### src/rtl/cpu_pkg.sv
// Shared CPU definitions: register address width, link register and
// destination-select encodings used by decode and the write-back path.
package cpu_pkg;

  localparam int REG_ADDR_W = 5;
  localparam int LINK_REG   = 31;

  typedef enum logic [1:0] {
    DST_RT   = 2'b00,
    DST_RD   = 2'b01,
    DST_LINK = 2'b10,
    DST_RSVD = 2'b11
  } reg_dst_mode_t;

endpackage

### src/rtl/dest_reg_pipeline_if.sv
// Bus between decode/hazard logic and the destination-register pipeline.
// master = decode side (drives instruction and control), slave = pipeline.
interface dest_reg_pipeline_if
  import cpu_pkg::*;
#(
  parameter int REG_ADDR_W = cpu_pkg::REG_ADDR_W,
  parameter int STAGES     = 3
);

  logic                  in_valid;
  logic [REG_ADDR_W-1:0] rt_addr;
  logic [REG_ADDR_W-1:0] rd_addr;
  logic [1:0]            reg_dst_mode;
  logic                  reg_write_in;
  logic                  stall;
  logic                  flush;
  logic [REG_ADDR_W-1:0] src_a;
  logic [REG_ADDR_W-1:0] src_b;
  logic [REG_ADDR_W-1:0] wb_dest;
  logic                  wb_write;
  logic [STAGES-1:0]     hazard_a;
  logic [STAGES-1:0]     hazard_b;
  logic                  err_reserved;

  modport master (
    output in_valid, rt_addr, rd_addr, reg_dst_mode, reg_write_in,
           stall, flush, src_a, src_b,
    input  wb_dest, wb_write, hazard_a, hazard_b, err_reserved
  );

  modport slave (
    input  in_valid, rt_addr, rd_addr, reg_dst_mode, reg_write_in,
           stall, flush, src_a, src_b,
    output wb_dest, wb_write, hazard_a, hazard_b, err_reserved
  );

endinterface

### src/rtl/dest_reg_stage.sv
// One pipeline register holding (valid, write, dest).
// kill clears valid/write (dest is left as-is), load captures d_*, else hold.
module dest_reg_stage #(
  parameter int REG_ADDR_W = cpu_pkg::REG_ADDR_W
) (
  input  logic                  clk,
  input  logic                  reset,
  input  logic                  load,
  input  logic                  kill,
  input  logic                  d_valid,
  input  logic                  d_write,
  input  logic [REG_ADDR_W-1:0] d_dest,
  output logic                  q_valid,
  output logic                  q_write,
  output logic [REG_ADDR_W-1:0] q_dest
);

  logic                  valid_reg;
  logic                  write_reg;
  logic [REG_ADDR_W-1:0] dest_reg;

  // Reset beats kill, kill beats load; otherwise the entry holds.
  always_ff @(posedge clk) begin
    if (!reset) begin
      valid_reg <= 1'b0;
      write_reg <= 1'b0;
      dest_reg  <= '0;
    end else if (kill) begin
      valid_reg <= 1'b0;
      write_reg <= 1'b0;
    end else if (load) begin
      valid_reg <= d_valid;
      write_reg <= d_write;
      dest_reg  <= d_dest;
    end
  end

  assign q_valid = valid_reg;
  assign q_write = write_reg;
  assign q_dest  = dest_reg;

endmodule

### src/rtl/dest_reg_pipeline.sv
// Destination-register select plus a STAGES-deep carry pipeline that feeds
// the register-file write port and per-stage source-match hazard vectors.
module dest_reg_pipeline
  import cpu_pkg::*;
#(
  parameter int REG_ADDR_W = cpu_pkg::REG_ADDR_W,
  parameter int STAGES     = 3,
  parameter int LINK_REG   = cpu_pkg::LINK_REG
) (
  input logic               clk,
  input logic               reset,
  dest_reg_pipeline_if.slave bus
);

  localparam logic [REG_ADDR_W-1:0] LINK_ADDR = REG_ADDR_W'(LINK_REG);

  logic                  accept;
  logic [REG_ADDR_W-1:0] sel_dest;
  logic                  sel_write;
  logic                  err_reg;

  logic [STAGES-1:0]     load_en;
  logic [STAGES-1:0]     kill_en;
  logic [STAGES-1:0]     d_valid;
  logic [STAGES-1:0]     d_write;
  logic [REG_ADDR_W-1:0] d_dest [STAGES];
  logic [STAGES-1:0]     st_valid;
  logic [STAGES-1:0]     st_write;
  logic [REG_ADDR_W-1:0] st_dest [STAGES];

  // Input only enters the pipe on a cycle that neither stalls nor flushes.
  assign accept = !bus.stall && !bus.flush;

  // Destination select; reserved mode falls back to rt and never writes,
  // and writes to register 0 are squashed here so they never surface later.
  always_comb begin
    sel_dest  = bus.rt_addr;
    sel_write = 1'b0;
    case (bus.reg_dst_mode)
      DST_RT:   sel_dest = bus.rt_addr;
      DST_RD:   sel_dest = bus.rd_addr;
      DST_LINK: sel_dest = LINK_ADDR;
      default:  sel_dest = bus.rt_addr;
    endcase
    sel_write = bus.in_valid && bus.reg_write_in &&
                (bus.reg_dst_mode != DST_RSVD) && (sel_dest != '0);
  end

  for (genvar gi = 0; gi < STAGES; gi++) begin : g_stage
    if (gi == 0) begin : g_first
      assign d_valid[gi] = bus.in_valid;
      assign d_write[gi] = sel_write;
      assign d_dest[gi]  = sel_dest;
      assign load_en[gi] = accept;
      assign kill_en[gi] = bus.flush;
    end else if (gi == STAGES - 1) begin : g_last
      // The oldest in-flight instruction still commits on a flush.
      assign d_valid[gi] = st_valid[gi-1];
      assign d_write[gi] = st_write[gi-1];
      assign d_dest[gi]  = st_dest[gi-1];
      assign load_en[gi] = !bus.stall || bus.flush;
      assign kill_en[gi] = 1'b0;
    end else begin : g_mid
      assign d_valid[gi] = st_valid[gi-1];
      assign d_write[gi] = st_write[gi-1];
      assign d_dest[gi]  = st_dest[gi-1];
      assign load_en[gi] = !bus.stall;
      assign kill_en[gi] = bus.flush;
    end

    dest_reg_stage #(.REG_ADDR_W(REG_ADDR_W)) u_stage (
      .clk     (clk),
      .reset   (reset),
      .load    (load_en[gi]),
      .kill    (kill_en[gi]),
      .d_valid (d_valid[gi]),
      .d_write (d_write[gi]),
      .d_dest  (d_dest[gi]),
      .q_valid (st_valid[gi]),
      .q_write (st_write[gi]),
      .q_dest  (st_dest[gi])
    );

    // Register 0 is never a real dependency, so a zero source never matches.
    assign bus.hazard_a[gi] = st_valid[gi] && st_write[gi] &&
                              (st_dest[gi] == bus.src_a) && (bus.src_a != '0);
    assign bus.hazard_b[gi] = st_valid[gi] && st_write[gi] &&
                              (st_dest[gi] == bus.src_b) && (bus.src_b != '0);
  end

  // Sticky flag for a reserved destination mode on an accepted instruction.
  always_ff @(posedge clk) begin
    if (!reset) begin
      err_reg <= 1'b0;
    end else if (accept && bus.in_valid && (bus.reg_dst_mode == DST_RSVD)) begin
      err_reg <= 1'b1;
    end
  end

  assign bus.wb_dest      = st_dest[STAGES-1];
  assign bus.wb_write     = st_valid[STAGES-1] && st_write[STAGES-1];
  assign bus.err_reserved = err_reg;

endmodule

### src/flat_wrapper.sv
// flat-port wrapper written by rule: the top's interface ports become plain ports
module dest_reg_pipeline_flat import cpu_pkg::*;
#(
  parameter int REG_ADDR_W = cpu_pkg::REG_ADDR_W,
  parameter int STAGES     = 3,
  parameter int LINK_REG   = cpu_pkg::LINK_REG
)
  (clk, reset, bus_in_valid, bus_rt_addr, bus_rd_addr, bus_reg_dst_mode, bus_reg_write_in, bus_stall, bus_flush, bus_src_a, bus_src_b, bus_wb_dest, bus_wb_write, bus_hazard_a, bus_hazard_b, bus_err_reserved);
  dest_reg_pipeline_if #(.REG_ADDR_W(REG_ADDR_W), .STAGES(STAGES)) bus_i ();
  input logic clk;
  input logic reset;
  input wire logic [$bits(bus_i.in_valid)-1:0] bus_in_valid;
  input wire logic [$bits(bus_i.rt_addr)-1:0] bus_rt_addr;
  input wire logic [$bits(bus_i.rd_addr)-1:0] bus_rd_addr;
  input wire logic [$bits(bus_i.reg_dst_mode)-1:0] bus_reg_dst_mode;
  input wire logic [$bits(bus_i.reg_write_in)-1:0] bus_reg_write_in;
  input wire logic [$bits(bus_i.stall)-1:0] bus_stall;
  input wire logic [$bits(bus_i.flush)-1:0] bus_flush;
  input wire logic [$bits(bus_i.src_a)-1:0] bus_src_a;
  input wire logic [$bits(bus_i.src_b)-1:0] bus_src_b;
  output wire logic [$bits(bus_i.wb_dest)-1:0] bus_wb_dest;
  output wire logic [$bits(bus_i.wb_write)-1:0] bus_wb_write;
  output wire logic [$bits(bus_i.hazard_a)-1:0] bus_hazard_a;
  output wire logic [$bits(bus_i.hazard_b)-1:0] bus_hazard_b;
  output wire logic [$bits(bus_i.err_reserved)-1:0] bus_err_reserved;
  assign bus_i.in_valid = bus_in_valid;
  assign bus_i.rt_addr = bus_rt_addr;
  assign bus_i.rd_addr = bus_rd_addr;
  assign bus_i.reg_dst_mode = bus_reg_dst_mode;
  assign bus_i.reg_write_in = bus_reg_write_in;
  assign bus_i.stall = bus_stall;
  assign bus_i.flush = bus_flush;
  assign bus_i.src_a = bus_src_a;
  assign bus_i.src_b = bus_src_b;
  assign bus_wb_dest = bus_i.wb_dest;
  assign bus_wb_write = bus_i.wb_write;
  assign bus_hazard_a = bus_i.hazard_a;
  assign bus_hazard_b = bus_i.hazard_b;
  assign bus_err_reserved = bus_i.err_reserved;
  dest_reg_pipeline #(.REG_ADDR_W(REG_ADDR_W), .STAGES(STAGES), .LINK_REG(LINK_REG)) u_core (.clk(clk), .reset(reset), .bus(bus_i));
endmodule
### config.mk
export PLATFORM = sky130hd
export DESIGN_NAME = dest_reg_pipeline_flat
export DESIGN_NICKNAME = d
export VERILOG_FILES = /design/src/rtl/cpu_pkg.sv /design/src/rtl/dest_reg_pipeline_if.sv /design/src/rtl/dest_reg_stage.sv /design/src/rtl/dest_reg_pipeline.sv /design/src/flat_wrapper.sv
export SDC_FILE = /design/constraint.sdc
export NUM_CORES = 1
export LEC_CHECK = 0
export ABC_CLOCK_PERIOD_IN_PS = 2900
export CORE_ASPECT_RATIO = 0.8
export CORE_UTILIZATION = 50
export DETAILED_ROUTE_END_ITERATION = 16
export GPL_ROUTABILITY_DRIVEN = 0
export PLACE_DENSITY = 0.84
export SLEW_MARGIN = 40
export SYNTH_ARGS = -nofsm -noshare
export SYNTH_HDL_FRONTEND = slang
export SYNTH_SLANG_ARGS = --single-unit
### constraint.sdc
create_clock -name clk -period 2.9 [get_ports clk]
set_clock_uncertainty 0.1 [all_clocks]
set_input_delay 0.725 -clock clk [delete_from_list [all_inputs] [get_ports clk]]
set_output_delay 0.725 -clock clk [all_outputs]
set_load 0.005 [all_outputs]
# Word-level counts from Yosys, hierarchy flattened
# Cells that the tools add are included.
[word_totals] out_inout_bits=13 elab_cells=54 register_bits=22 inputBits=28
[op_classes] bitwise_logic=3 n_mux=1 reduce_logical=30 n_eq_ne=10
[op_table] operator="5-bit == test" n=6
[op_table] operator="1-bit logical AND" n=21
[op_table] operator="5-bit nonzero test" n=3
[op_table] operator="5-bit case mux with 2 select lines" n=1
[op_table] operator="2-bit == test (second input constant)" n=2
[op_table] operator="2-bit AND reduction" n=2
[op_table] operator="1-bit NOT" n=3
[op_table] operator="2-bit by 1-bit == test with 1-bit output (second input constant)" n=1
[op_table] operator="1-bit logical NOT" n=2
[op_table] operator="2-bit != test (second input constant)" n=1
[op_table] operator="2-bit OR reduction" n=1
[op_table] operator="1-bit logical OR" n=1

# Depth between registers and ports, before layout
[logic_depth] depth_word=4 mapped_depth=6 ltp_nobuf=6

# Hierarchy
# A second synthesis with hierarchy kept.
[hier_totals] cells_unflattened=179 area_unflattened_um2=1446.4
[by_module_without_submodules] mod="dest_reg_stage" area_each_um2=285.3 seq_area_each_um2=140.1 instances=3 cells_per_inst=30
[by_module_without_submodules] mod="dest_reg_pipeline" area_each_um2=590.6 seq_area_each_um2=20.0 instances=1 cells_per_inst=89

# Worst setup path after synthesis
# OpenSTA, ideal clock, no wires.
[synth_path] kind="input to output" startpoint="input port bus_src_a[1]" endpoint="output port bus_hazard_a[0]" arrival_ps=1550 stages=3 required_ps=2075 setup_slack_ps=525 n_path_buf=0 path_cell_list="or4_4 nor2_4 and4b_1"
[synth_via] elab_chain_cells=3 elab_cells_between_ends=4 cone_classes="1 x eq/ne; 3 x reduce/logical"
[synth_rtl] item="start, declared" line_no="flat_wrapper.sv:19" source="input wire logic [$bits(bus_i.src_a)-1:0] bus_src_a;"
[synth_rtl] item="5-bit == test" line_no="dest_reg_pipeline.sv:86" source="(st_dest[gi] == bus.src_a) && (bus.src_a != '0);"
[synth_rtl] item="1-bit logical AND" line_no="dest_reg_pipeline.sv:85" source="assign bus.hazard_a[gi] = st_valid[gi] && st_write[gi] &&"
[synth_rtl] item="1-bit logical AND (*)" line_no="dest_reg_pipeline.sv:86"
[synth_rtl] item="end, declared" line_no="flat_wrapper.sv:23" source="output wire logic [$bits(bus_i.hazard_a)-1:0] bus_hazard_a;"
# Mark *: on every way between the ends. The rest lies on a longest branch, timed or not.

# Worst setup path in the final report
[layout_path] startpoint="input port bus_src_a[3]" endpoint="output port bus_hazard_a[1]"
# The elaborated chain is that of the path after synthesis.

==> results.md <==
- The flow ran to the end, and the final reports show no timing, DRC or antenna violations.
- Of all nets on the critical path, the largest fanout is 2.
- The floorplan has 16 rows.
- The tree is rooted in a sky130_fd_sc_hd__clkbuf_4.
- The floorplan step set the die height to around 50 µm.
- Setup repair after global routing left no endpoint under its margin.
- The placeable core region is 2500 µm².
- Across every metal layer, demand over resource in global routing totals approximately 27%.
- The violation count after the first detailed-routing iteration is 52.
- The final routed wirelength across all metal layers is 3560 µm.
- Detailed placement ended at an HPWL of roughly 2800 µm.
- The worst min-delay path class is reg2reg.
- The register-to-register path setup slack is 1970 ps.
- Of the cells placed in the final design, the portion with a size suffix greater than 1 is between 10% and 20%.
- In this run the remaining antenna-violating nets after routing total 0.
- The initial antenna violation count is 0.
- The final routed DRC violation total is 0.
- The global routing usage on met2 is a little over two fifths.
- The via density per instance is 5.25.
- The post-detailed-placement cell area is 1870 µm².
- The number of H-tree branching levels is 1.
- The number of cells on the worst reg-to-reg path is 2.
- The overall power of the completed layout is 0.705 mW.
- Headroom to the max-slew limit came out at 64.7%.
- The leading cell type in the layout, fill and taps excluded is sky130_fd_sc_hd__nand2_1.
- The worst endpoint required time is 2080 ps.
- The unique cell type count in the Yosys netlist is 28.
- The cell area power density is between 300 and 400 nW/µm².
- The cell count after synthesis came out at between 150 and 200.
- The endpoint type of the worst setup path is an output pin.
- The post-synthesis register bit count is 22.
- The worst register-to-register path begins at u_core.g_stage[1].u_stage.q_dest[1]$_SDFFE_PN0P_.
- In the layout the commonest cells are 27 x sky130_fd_sc_hd__nand2_1, 24 x sky130_fd_sc_hd__clkdlybuf4s50_1, 22 x sky130_fd_sc_hd__dfxtp_1.
- The final global-route overflow total is 0.
- The via count of the first global-routing pass is 1354.
- For this design, the CTS-stage hold fixing added 0 buffers.
- The pre-antenna-repair detailed-routing pass consisted of 4 iterations.
- The clock latency of the later-clocked register in the worst-skew pair is 330 ps.
- During I/O placement, the number of pins put on the boundary was 41.
- The initial utilization of the core area, before any placement, comes to about 54%.
- The number of max-cap violations is 0.
- The mapped netlist covers 1360 µm².
- For the worst setup path, the data arrival time is 2020 ps.
- Summing all flip-flop and latch instances after layout gives 440 µm².
- The number of nets at the end of the flow is 245.
- For hold timing, the worst endpoint is u_core.bus.err_reserved$_SDFFE_PN0P_.
- The final critical-path required period is 2850 ps.
- The number of nets produced by synthesis is a little under 200.
- The number of buffer cells added on primary ports is 40.
- The fmax is between 0.3 and 0.4 GHz.
- For met1 alone, demand over resource in global routing was about a third.
- The capturing point of the worst reg2reg path is u_core.g_stage[1].u_stage.q_dest[1]$_SDFFE_PN0P_.
- The finished cells cover approximately 1900 µm².
- The critical path class is in2out.
- The multi-input combinational cells in the finished layout cover a total of 888 µm².
- 0 antenna diodes ended up in the layout.
- The number of slew-limit violations in the final report is 0.
- Once placement completed, the tool counted placed cells totaling 245.
- The vias after detailed routing is ~1300.
- met2 is the most crowded layer.
- The post-placement worst setup slack is -404 ps.
- In the global route stage, met3 resource usage came out at 6.42%.
- TritonCTS built the clock tree.
- For this design, the sink count on the clock tree is 22.
- The number of filler cells placed in the layout is 187.
- The startpoint class of the critical path is an input pin.
- The standby leakage power is around 0.74 nW.
- Averaged over all synthesized cells, the footprint is 8.39 µm².
- Clock-pin slew was measured on the worst setup and hold paths at 140 ps.
- The number of buffers added by the clock tree synthesis step is 3.
- Entering global routing, the biggest net connects 20 pins.
- Compared with the post-synthesis result, the final layout area differs by 41.3%.
- The least setup slack across all paths after layout is 54.3 ps.
- The share of synthesized area occupied by flip-flops and latches is 32.4%.
- The die is roughly 60 µm wide.
- The share of the clock period used by the worst path is 98.1%.
- The setup-violating endpoint count in the final report is 0.
- The startpoint identified for the worst hold timing path is u_core.bus.err_reserved$_SDFFE_PN0P_.
- The post-route non-filler standard cell count is 249.
- The longest clock path from root to sink contains 2 buffers.
- The first-pass GRT wire length is approximately 6000 µm.
- The worst hold path passes through 2 cells.
- The die area is 2930 µm².
- The worst-case vdd ir drop is 355 µV.
- At the pin with the least slew margin, the transition time is 528 ps.
- The average routed wire per standard cell is about 14 µm.
- The final number of hold-violating endpoints is 0.
- The yosys synthesis warning count is 0.
[stage by stage]
stage	util (%)	hold WS (ps)	setup TNS (ps)
4_1_cts	76.6	409	0
2_1_floorplan	-	377	0
3_5_place_dp	74.8	379	-2130
6_report	76.8	410	0
5_1_grt	76.8	460	0
3_3_place_gp	74.8	378	-1870
[report_power, final]
part	switching, mW	internal, mW
clock	0.103	0.140
sequential	0.0105	0.309
combinational	0.0633	0.0790
[final cells by class]
| cell class | instances | share of cell area [%] |
|---|---|---|
| repair buffers | 52 | 24.6 |
| inverters | 6 | 1.17 |
| clock inverters | 1 | 1.56 |
| clock buffers | 3 | 1.17 |
| multi-input cells | 129 | 46.3 |
| well taps | 36 | 2.35 |
| flip-flops and latches | 22 | 22.9 |
[registers in the layout, indices dropped and copies added, names as in the netlist]
name	cells
u_core.g_stage.u_stage.q_write	3
u_core.g_stage.u_stage.q_dest	15
u_core.bus.err_reserved	1
u_core.g_stage.u_stage.q_valid	3
[repair_timing]
action                                  in CTS  in global routing
endpoints found under the setup margin       6                  4
endpoints found under the hold margin        0                  0
setup buffers                                0                  0
gates resized for setup                     27                  2
pin swaps                                    8                  1
[how the worst max path moves through the flow]
stage                                  to          from
after floorplan           bus_hazard_a[0]  bus_src_a[1]
after global placement    bus_hazard_a[1]  bus_src_a[4]
after detailed placement  bus_hazard_a[0]  bus_src_a[4]
after CTS                 bus_hazard_a[2]  bus_src_a[3]
after global routing      bus_hazard_a[1]  bus_src_a[3]
final                     bus_hazard_a[1]  bus_src_a[3]
[cell families (layout without fill, tap and decap cells)]
group	count (synthesis)	in the layout	share of synthesized area [%]
buf+inv	11	62	3.41
simple gates	66	66	25.6
compound gates	23	23	11.1
mux	10	10	7.37
xor+xnor	27	27	17.4
fa+ha+maj	3	3	2.76
flops	22	22	32.4
[worst max-delay path: stages]
cell and delay (ps):
sky130_fd_sc_hd__dlygate4sd2_1 250, sky130_fd_sc_hd__or4_4 550, sky130_fd_sc_hd__nor2_4 100, sky130_fd_sc_hd__buf_4 110, sky130_fd_sc_hd__nor4_1 40, sky130_fd_sc_hd__dlygate4sd2_1 260
[synthesized netlist by cell type (all sizes together)]
| master | count | area share (%) |
|---|---|---|
| mux2i | 10 | 7.4 |
| o22ai | 1 | 0.46 |
| a222oi | 1 | 0.74 |
| buf | 4 | 1.5 |
| nor2b | 13 | 6.0 |
| a211oi | 1 | 0.55 |
| xnor2 | 18 | 12 |
| a21boi | 10 | 5.5 |
| nor3 | 1 | 0.37 |
| and4b | 2 | 1.5 |
| nand2b | 1 | 0.46 |
| clkbuf | 1 | 0.28 |
| inv | 6 | 1.7 |
| xor2 | 9 | 5.8 |
| or2 | 1 | 0.46 |
| nand4 | 5 | 2.3 |
| nor4 | 6 | 2.8 |
| nand2 | 27 | 7.5 |
| and2 | 1 | 0.46 |
| a31oi | 1 | 0.46 |
| o21ai | 1 | 0.37 |
| or4 | 2 | 1.4 |
| dfxtp | 22 | 32 |
| a21oi | 8 | 2.9 |
| ha | 3 | 2.8 |
| nor2 | 7 | 2.5 |
[per-layer routing]
layer  wire length, µm  part of all wire, %
met1              1610                   45
met2              1720                   48
met5                 0                    0
met3               158                  4.4
met4                70                  2.0
Note: power is estimated with default switching activity, not from simulation.
